[src/rtl/cpu_pkg.sv]
// Shared CPU-wide widths and types; the return stack uses these for its defaults.
package cpu_pkg;

  localparam int unsigned PC_W     = 10;
  localparam int unsigned RS_DEPTH = 8;

  typedef logic [PC_W-1:0] pc_t;

  typedef enum logic [1:0] {
    RS_HOLD = 2'b00,
    RS_POP  = 2'b01,
    RS_PUSH = 2'b10,
    RS_REPL = 2'b11
  } rs_op_e;

endpackage

[src/rtl/return_stack_if.sv]
// Push/pop request and status bundle between the decoder/PC and the return stack.
interface return_stack_if #(
  parameter int unsigned DEPTH = cpu_pkg::RS_DEPTH,
  parameter int unsigned AW    = cpu_pkg::PC_W
);

  logic                       push;
  logic                       pop;
  logic [AW-1:0]              push_addr;
  logic                       err_clr;
  logic [AW-1:0]              rl;
  logic [$clog2(DEPTH):0]     count;
  logic                       empty;
  logic                       full;
  logic                       ovf;
  logic                       unf;

  modport master (
    output push, pop, push_addr, err_clr,
    input  rl, count, empty, full, ovf, unf
  );

  modport slave (
    input  push, pop, push_addr, err_clr,
    output rl, count, empty, full, ovf, unf
  );

endinterface

[src/rtl/return_stack.sv]
// Circular LIFO of return addresses; top of stack is shown on rl so the PC can
// load it on the same edge that pops it.
module return_stack
  import cpu_pkg::*;
#(
  parameter int unsigned DEPTH = RS_DEPTH,
  parameter int unsigned AW    = PC_W
) (
  input  logic              clk,
  input  logic              rst_n,
  input  logic              start,
  return_stack_if.slave     bus
);

  localparam int unsigned SPW = $clog2(DEPTH);
  localparam int unsigned CW  = SPW + 1;
  localparam logic [SPW-1:0] SP_ONE  = SPW'(1);
  localparam logic [CW-1:0]  CNT_ONE = CW'(1);
  localparam logic [CW-1:0]  CNT_MAX = CW'(DEPTH);

  logic [AW-1:0]  mem_q [DEPTH];
  logic [AW-1:0]  mem_d [DEPTH];
  logic [SPW-1:0] sp_q, sp_d;
  logic [CW-1:0]  cnt_q, cnt_d;
  logic           ovf_q, ovf_d;
  logic           unf_q, unf_d;

  logic           empty, full;
  logic [SPW-1:0] top_idx;
  rs_op_e         op;

  assign empty   = (cnt_q == '0);
  assign full    = (cnt_q == CNT_MAX);
  assign top_idx = sp_q - SP_ONE;
  assign op      = rs_op_e'({bus.push, bus.pop});

  always_comb begin
    mem_d = mem_q;
    sp_d  = sp_q;
    cnt_d = cnt_q;
    ovf_d = bus.err_clr ? 1'b0 : ovf_q;
    unf_d = bus.err_clr ? 1'b0 : unf_q;

    if (start) begin
      sp_d  = '0;
      cnt_d = '0;
    end else begin
      unique case (op)
        RS_PUSH: begin
          mem_d[sp_q] = bus.push_addr;
          sp_d        = sp_q + SP_ONE;
          if (full) ovf_d = 1'b1;
          else      cnt_d = cnt_q + CNT_ONE;
        end
        RS_POP: begin
          if (empty) begin
            unf_d = 1'b1;
          end else begin
            sp_d  = top_idx;
            cnt_d = cnt_q - CNT_ONE;
          end
        end
        RS_REPL: begin
          // Empty stack degrades to a plain push, still flagged as underflow.
          if (empty) begin
            mem_d[sp_q] = bus.push_addr;
            sp_d        = sp_q + SP_ONE;
            cnt_d       = cnt_q + CNT_ONE;
            unf_d       = 1'b1;
          end else begin
            mem_d[top_idx] = bus.push_addr;
          end
        end
        default: ;
      endcase
    end
  end

  always_ff @(posedge clk) begin
    if (!rst_n) begin
      sp_q  <= '0;
      cnt_q <= '0;
      ovf_q <= 1'b0;
      unf_q <= 1'b0;
    end else begin
      mem_q <= mem_d;
      sp_q  <= sp_d;
      cnt_q <= cnt_d;
      ovf_q <= ovf_d;
      unf_q <= unf_d;
    end
  end

  always_comb begin
    bus.rl    = empty ? '0 : mem_q[top_idx];
    bus.count = cnt_q;
    bus.empty = empty;
    bus.full  = full;
    bus.ovf   = ovf_q;
    bus.unf   = unf_q;
  end

endmodule

[src/flat_wrapper.sv]
// flat-port wrapper written by rule: the top's interface ports become plain ports
module return_stack_flat import cpu_pkg::*;
#(
  parameter int unsigned DEPTH = RS_DEPTH,
  parameter int unsigned AW    = PC_W
)
  (clk, rst_n, start, bus_push, bus_pop, bus_push_addr, bus_err_clr, bus_rl, bus_count, bus_empty, bus_full, bus_ovf, bus_unf);
  return_stack_if #(.DEPTH(DEPTH), .AW(AW)) bus_i ();
  input  logic clk;
  input  logic rst_n;
  input  logic start;
  input wire logic [$bits(bus_i.push)-1:0] bus_push;
  input wire logic [$bits(bus_i.pop)-1:0] bus_pop;
  input wire logic [$bits(bus_i.push_addr)-1:0] bus_push_addr;
  input wire logic [$bits(bus_i.err_clr)-1:0] bus_err_clr;
  output wire logic [$bits(bus_i.rl)-1:0] bus_rl;
  output wire logic [$bits(bus_i.count)-1:0] bus_count;
  output wire logic [$bits(bus_i.empty)-1:0] bus_empty;
  output wire logic [$bits(bus_i.full)-1:0] bus_full;
  output wire logic [$bits(bus_i.ovf)-1:0] bus_ovf;
  output wire logic [$bits(bus_i.unf)-1:0] bus_unf;
  assign bus_i.push = bus_push;
  assign bus_i.pop = bus_pop;
  assign bus_i.push_addr = bus_push_addr;
  assign bus_i.err_clr = bus_err_clr;
  assign bus_rl = bus_i.rl;
  assign bus_count = bus_i.count;
  assign bus_empty = bus_i.empty;
  assign bus_full = bus_i.full;
  assign bus_ovf = bus_i.ovf;
  assign bus_unf = bus_i.unf;
  return_stack #(.DEPTH(DEPTH), .AW(AW)) u_core (.clk(clk), .rst_n(rst_n), .start(start), .bus(bus_i));
endmodule
[config.mk]
export PLATFORM = sky130hd
export DESIGN_NAME = return_stack_flat
export DESIGN_NICKNAME = d
export VERILOG_FILES = /design/src/rtl/cpu_pkg.sv /design/src/rtl/return_stack_if.sv /design/src/rtl/return_stack.sv /design/src/flat_wrapper.sv
export SDC_FILE = /design/constraint.sdc
export NUM_CORES = 1
export LEC_CHECK = 0
export CAP_MARGIN = 20
export CORE_AREA = 2 2 110 112
export CTS_CLUSTER_DIAMETER = 150
export DETAILED_ROUTE_END_ITERATION = 8
export DIE_AREA = 0 0 112 114
export GPL_ROUTABILITY_DRIVEN = 0
export PLACE_DENSITY = 0.66
export SYNTH_ARGS = -nofsm -noshare
export SYNTH_HDL_FRONTEND = slang
export SYNTH_SLANG_ARGS = --single-unit
[constraint.sdc]
create_clock -name clk -period 3.4 [get_ports clk]
set_input_delay 0.34 -clock clk [delete_from_list [all_inputs] [get_ports clk]]
set_output_delay 0.34 -clock clk [all_outputs]
set_load 0.05 [all_outputs]
After elaboration in Yosys (flattened, before gate mapping):

Cells that the tools add are included.

* register bits after elaboration: 89
* input port bits: 16
* output and inout bits: 18
* word-level logic and storage cells: 68

* $add $sub $neg: 4
* $lt $le $gt $ge: 4
* eq/ne operators: 7
* mux-type cells: 27
* bitwise logic cells: 4
* reduce and logical (&&, ||, !) cells: 10

Operator list (count)
* bitwise mux 80 bit: 2
* one-hot mux 80 bit (2 select lines): 1
* 2-to-1 mux 80 bit: 1
* demux 10 bit (select 3 bit): 2
* 2-to-1 mux 10 bit: 5
* binary-select mux 10 bit (select 3 bit): 1
* 2-to-1 mux 4 bit: 3
* one-hot mux 4 bit (3 select lines): 1
* one-hot mux 3 bit (3 select lines): 1
* greater-or-equal comparator 4 bit (second input constant): 2
* < comparator 4 x 1 -> 1 bit (second input constant): 2
* 2-to-1 mux 1 bit: 8
* NOT 3 -> 4 bit: 2
* 2-to-1 mux 3 bit: 2
* AND reduction 3 bit: 2
* adder 4 x 1 -> 4 bit (second input constant): 1
* equality test 2 bit (second input constant): 2
* equality test 4 bit (second input constant): 1
* zero test 4 bit: 1
* != test 2 bit (second input constant): 2
* AND reduction 4 bit: 1
* OR reduction 2 bit: 2
* subtractor 4 x 1 -> 4 bit (second input constant): 1
* adder 3 x 1 -> 3 bit (second input constant): 1
* 7 further kinds: 9

Logic depth before layout (Yosys ltp):

* word-level depth: 9
* gate-level depth with buffers: 8
* depth with buffers taken out: 7

Worst setup path before layout:

Ideal clock, no wire load.

* kind: register -> output
* start point: register u_core.sp_q[1]
* end point: output bus_rl[1]
* arrival: 2.559 ns
* data required time: 3.060 ns
* path slack: 0.501 ns
* stages on the path, launching flop included: 9
* path buffers: 3
* cell sequence: dfxtp_1 > buf_2 > inv_1 > ha_1 > clkbuf_1 > clkbuf_1 > mux4_2 > nand2_1 > a21oi_1

* word-level cells in the longest chain between the ends: 6

RTL lines
* from (decl): RTL line return_stack.sv:23 `logic [SPW-1:0] sp_q, sp_d;`
* from (signal assigned): RTL line return_stack.sv:87 `sp_q <= sp_d;`
* subtractor 3 x 1 -> 3 bit: RTL line return_stack.sv:34 `assign top_idx = sp_q - SP_ONE;`
* NOT 3 -> 4 bit (not written as such): RTL line return_stack.sv:95 `bus.rl = empty ? '0 : mem_q[top_idx];`
* binary-select mux 10 bit (select 3 bit): RTL line return_stack.sv:95
* 2-to-1 mux 10 bit (not written as such) (2 in a row): RTL line return_stack.sv:95
* 2-to-1 mux 10 bit: RTL line return_stack.sv:95
* to (decl): RTL line flat_wrapper.sv:16 `output wire logic [$bits(bus_i.rl)-1:0] bus_rl;`

No other way between the ends. The select of a mux whose other input is x is not followed.

Worst setup path in the final report:

* start point: register u_core.sp_q[1]
* end point: output bus_rl[9]

The elaborated chain is that of the path after synthesis.

==> metrics.md <==
| Metric | Value |
|---|---|
| Cts hold-fix bufs | `0` |
| Worst endpoint required time | `3.06 ns` |
| Hold crit path type | `flop to flop` |
| FFs w/ async S/R, synth | `0` |
| Cell Area, Synth | `4860 sq um` |
| Crit path max-delay cell type | `ha_1` |
| Syn_area_per_cell | `13.3 sq um` |
| Final wirelength | `12200 um` |
| Delay-heaviest family, CP | `adder cells` |
| Clock Power Share | `0.347` |
| Initial antenna violation count | `0` |
| First drt pass iteration count | `6` |
| Final min period | `3.06 ns` |
| Starting DRT DRC Count | `289` |
| Maximum clock path buffer count | `2` |
| Post-Syn Nets | `383` |
| Worst path arrival time | `2.72 ns` |
| CP dominant cell by count | `buf_12` |
| CP startpoint kind | `flop` |
| Clock Skew | `around 0.0091 ns` |
| CTS tree | `done` |
| Final period utilization | `0.899` |
| Dominant cell type by area after synthesis | `edfxtp_1` |
| RSZ-0062 raised after global routing | `false` |
| Port Buffers | `33` |
| Worst-path cell chain | `inv_1 -> ha_1 -> buf_12 -> mux4_2 -> nand2_1 -> a21oi_1 -> buf_12` |
| Part of the Yosys area used for sequential elements | `0.532` |
| Pwr Density | `approximately 470 nW/um^2` |
| Vias | `roughly 3500` |
| Slew @ Worst Pin | `1.12 ns` |
| Final core occ | `0.484` |
| Synth warn | `0` |
| Final worst slack | `between 0.3 and 0.4 ns` |
| Area Growth Syn to Fin | `16.7%` |
| Synth Register Bits | `roughly 90` |
| Post-synth EDFFs | `80` |
| Vias per cell | `6.43` |
| Post-Syn Instances | `364` |
| First-pass GRT wire length | `19400 um` |
| Reg power frac | `0.471` |
| Slew margin rel. | `0.234` |
| Post-synth top area share | `0.495` |
| Initial Util | `0.415` |
| Crit path capture type | `primary output` |
| Diode count | `0` |
| Setup WS pre-CTS | `0.529 ns` |
| Clock Latency Late Sink | `0.35 ns` |
| Setup Fix Bufs, Post-CTS | `0` |
| Final Hold Viols | `0` |
| Synth cell count leaders | `80 x a22o_1, 80 x edfxtp_1, 33 x nand2_1, 23 x a21oi_1, 20 x mux4_2` |
| Total GRT Usage | `0.199` |
| Leak Pwr | `2.05 nW` |
| MaxCap Viol Count | `0` |
| Fraction of layout cells with a size suffix above 1 | `0.179` |
| Row Count | `40` |
| Drc violations | `0` |
| Die Height | `114 um` |
| Die area | `12800 sq um` |
| CTS Sinks | `89` |
| Combinational power share | `0.183` |
| CTS resizes | `0` |
| Switching part of the total | `0.268` |
| P_int | `1.97 mW` |
| TNS Setup | `0 ns` |
| Core Area | `11700 sq um` |
| Main area contributors after synthesis | `edfxtp_1 49%, a22o_1 14%, mux4_2 9.3%` |
| # IOs | `34` |
| CP peak stage delay | `0.64 ns` |
| Fmax | `0.327 GHz` |
| Total grt overflow | `0` |
| Max H-tree Level | `3` |
| Die X-Extent | `112 um` |
| WP buf/inv | `3` |
| WS Path Type | `flop to primary output` |
| ANT nets after route | `0` |
| Largest net degree at the start of global routing | `31` |
| Net Switching | `~700 uW` |
| Status | `finished clean` |
| CTS Buf Count | `9` |
| Peak supply drop | `0.000308 V` |
| Crit-path max FO | `17` |
| Slew Viols, Final | `0` |
| DP HPWL | `8020 um` |
| Nets | `406` |
| Root buf cell | `clkbuf_16` |
| Clock slew at reported path FFs | `approximately 0.07 ns` |
| Main flop type after synthesis | `edfxtp_1` |
| Routed len/inst | `22.7 um` |
| Vias in the first global route | `3431` |
| Yosys cell types | `45` |
| Final setup fails | `0` |
worst min-delay path, delay by kind of cell (launching register included):
family | cells | cell delay [ns]
AOI/OAI and AO/OA | 1 | 0.07
DFF | 1 | 0.31
and+or+nand+nor | 1 | 0.06
stage by stage:
stage               instance area, sq um  instances  hold slack [ns]  total power, mW
floorplan                           4860        364            0.484             1.61
detailed placement                  5400        523            0.492             1.78
CTS                                 5670        539            0.503             2.69
finish                              5670        539            0.487             2.69
global placement                    5400        523            0.469             1.77
global route                        5670        539            0.534             2.78
placed cells by master, fill, tap and decap left out, types with 2 or more instances in the layout:
cell type	n
a21oi_1	23
a22o_1	80
and2_1	7
and3_1	3
buf_12	11
buf_4	14
clkbuf_1	3
clkbuf_16	9
clkdlybuf4s50_1	23
clkinv_2	2
dfxtp_1	8
edfxtp_1	80
ha_1	3
inv_1	3
mux2i_1	3
mux2i_4	6
mux4_2	20
nand2_1	33
nand2b_1	3
nand3_1	9
nand3b_1	3
nor2_1	6
nor2b_1	4
nor3_1	4
nor4_1	2
o21ai_0	4
or3_1	2
xnor2_1	5
kinds of logic (layout without fill, tap and decap cells):
kind of cell    Yosys count  count (layout)  share of synthesized area
xor+xnor                  6               6                     0.0108
mux                      29              29                      0.127
buf+inv                  39              67                     0.0428
fa+ha+maj                 3               3                    0.00773
flops                    89              89                      0.532
simple gates             79              79                     0.0840
compound gates          119             119                      0.196
layout make-up:
type / count / area, sq um
Tap cell: 147 / 184
Multi-Input combinational cell: 236 / 2070
Clock buffer: 13 / 250
Timing Repair Buffer: 48 / 556
Clock inverter: 3 / 17.5
Sequential cell: 89 / 2580
Inverter: 3 / 11.3
Fill cell: 1046 / 6040
state kept, by name, indices dropped and copies added, names as in the netlist:
name	flops
u_core.bus.count	4
u_core.sp_q	3
u_core.mem_q	80
u_core.bus.unf	1
u_core.bus.ovf	1
worst paths after layout:
path                                    start                         end  slack [ns]  cells past startpoint
hold / removal      u_core.bus.unf$_SDFF_PN0_   u_core.bus.unf$_SDFF_PN0_        0.49                      2
hold reg to reg     u_core.bus.unf$_SDFF_PN0_   u_core.bus.unf$_SDFF_PN0_        0.49                      2
setup / recovery  u_core.sp_q[1]$_SDFFE_PP0P_                   bus_rl[9]        0.34                      7
setup reg to reg  u_core.sp_q[1]$_SDFFE_PP0P_  u_core.mem_q[30]$_DFFE_PP_        0.53                      6
power groups by stage:
stage          clock [mW]  sequential [mW]  combinational, mW
2_1_floorplan           0             1.28              0.328
3_3_place_gp            0             1.29              0.482
3_5_place_dp            0             1.29              0.490
4_1_cts             0.937             1.27              0.492
5_1_grt             0.986             1.27              0.526
6_report            0.933             1.27              0.492
routing by layer:
layer  vias to the layer above  GRT usage  wire, um
li1                       1507          -         -
met1                      1767      0.275      5330
met3                        24     0.0494       867
met5                         -          0         0
met2                       167      0.306      5670
met4                         0     0.0789       367
No activity file was read; power rests on OpenSTA's default activity.
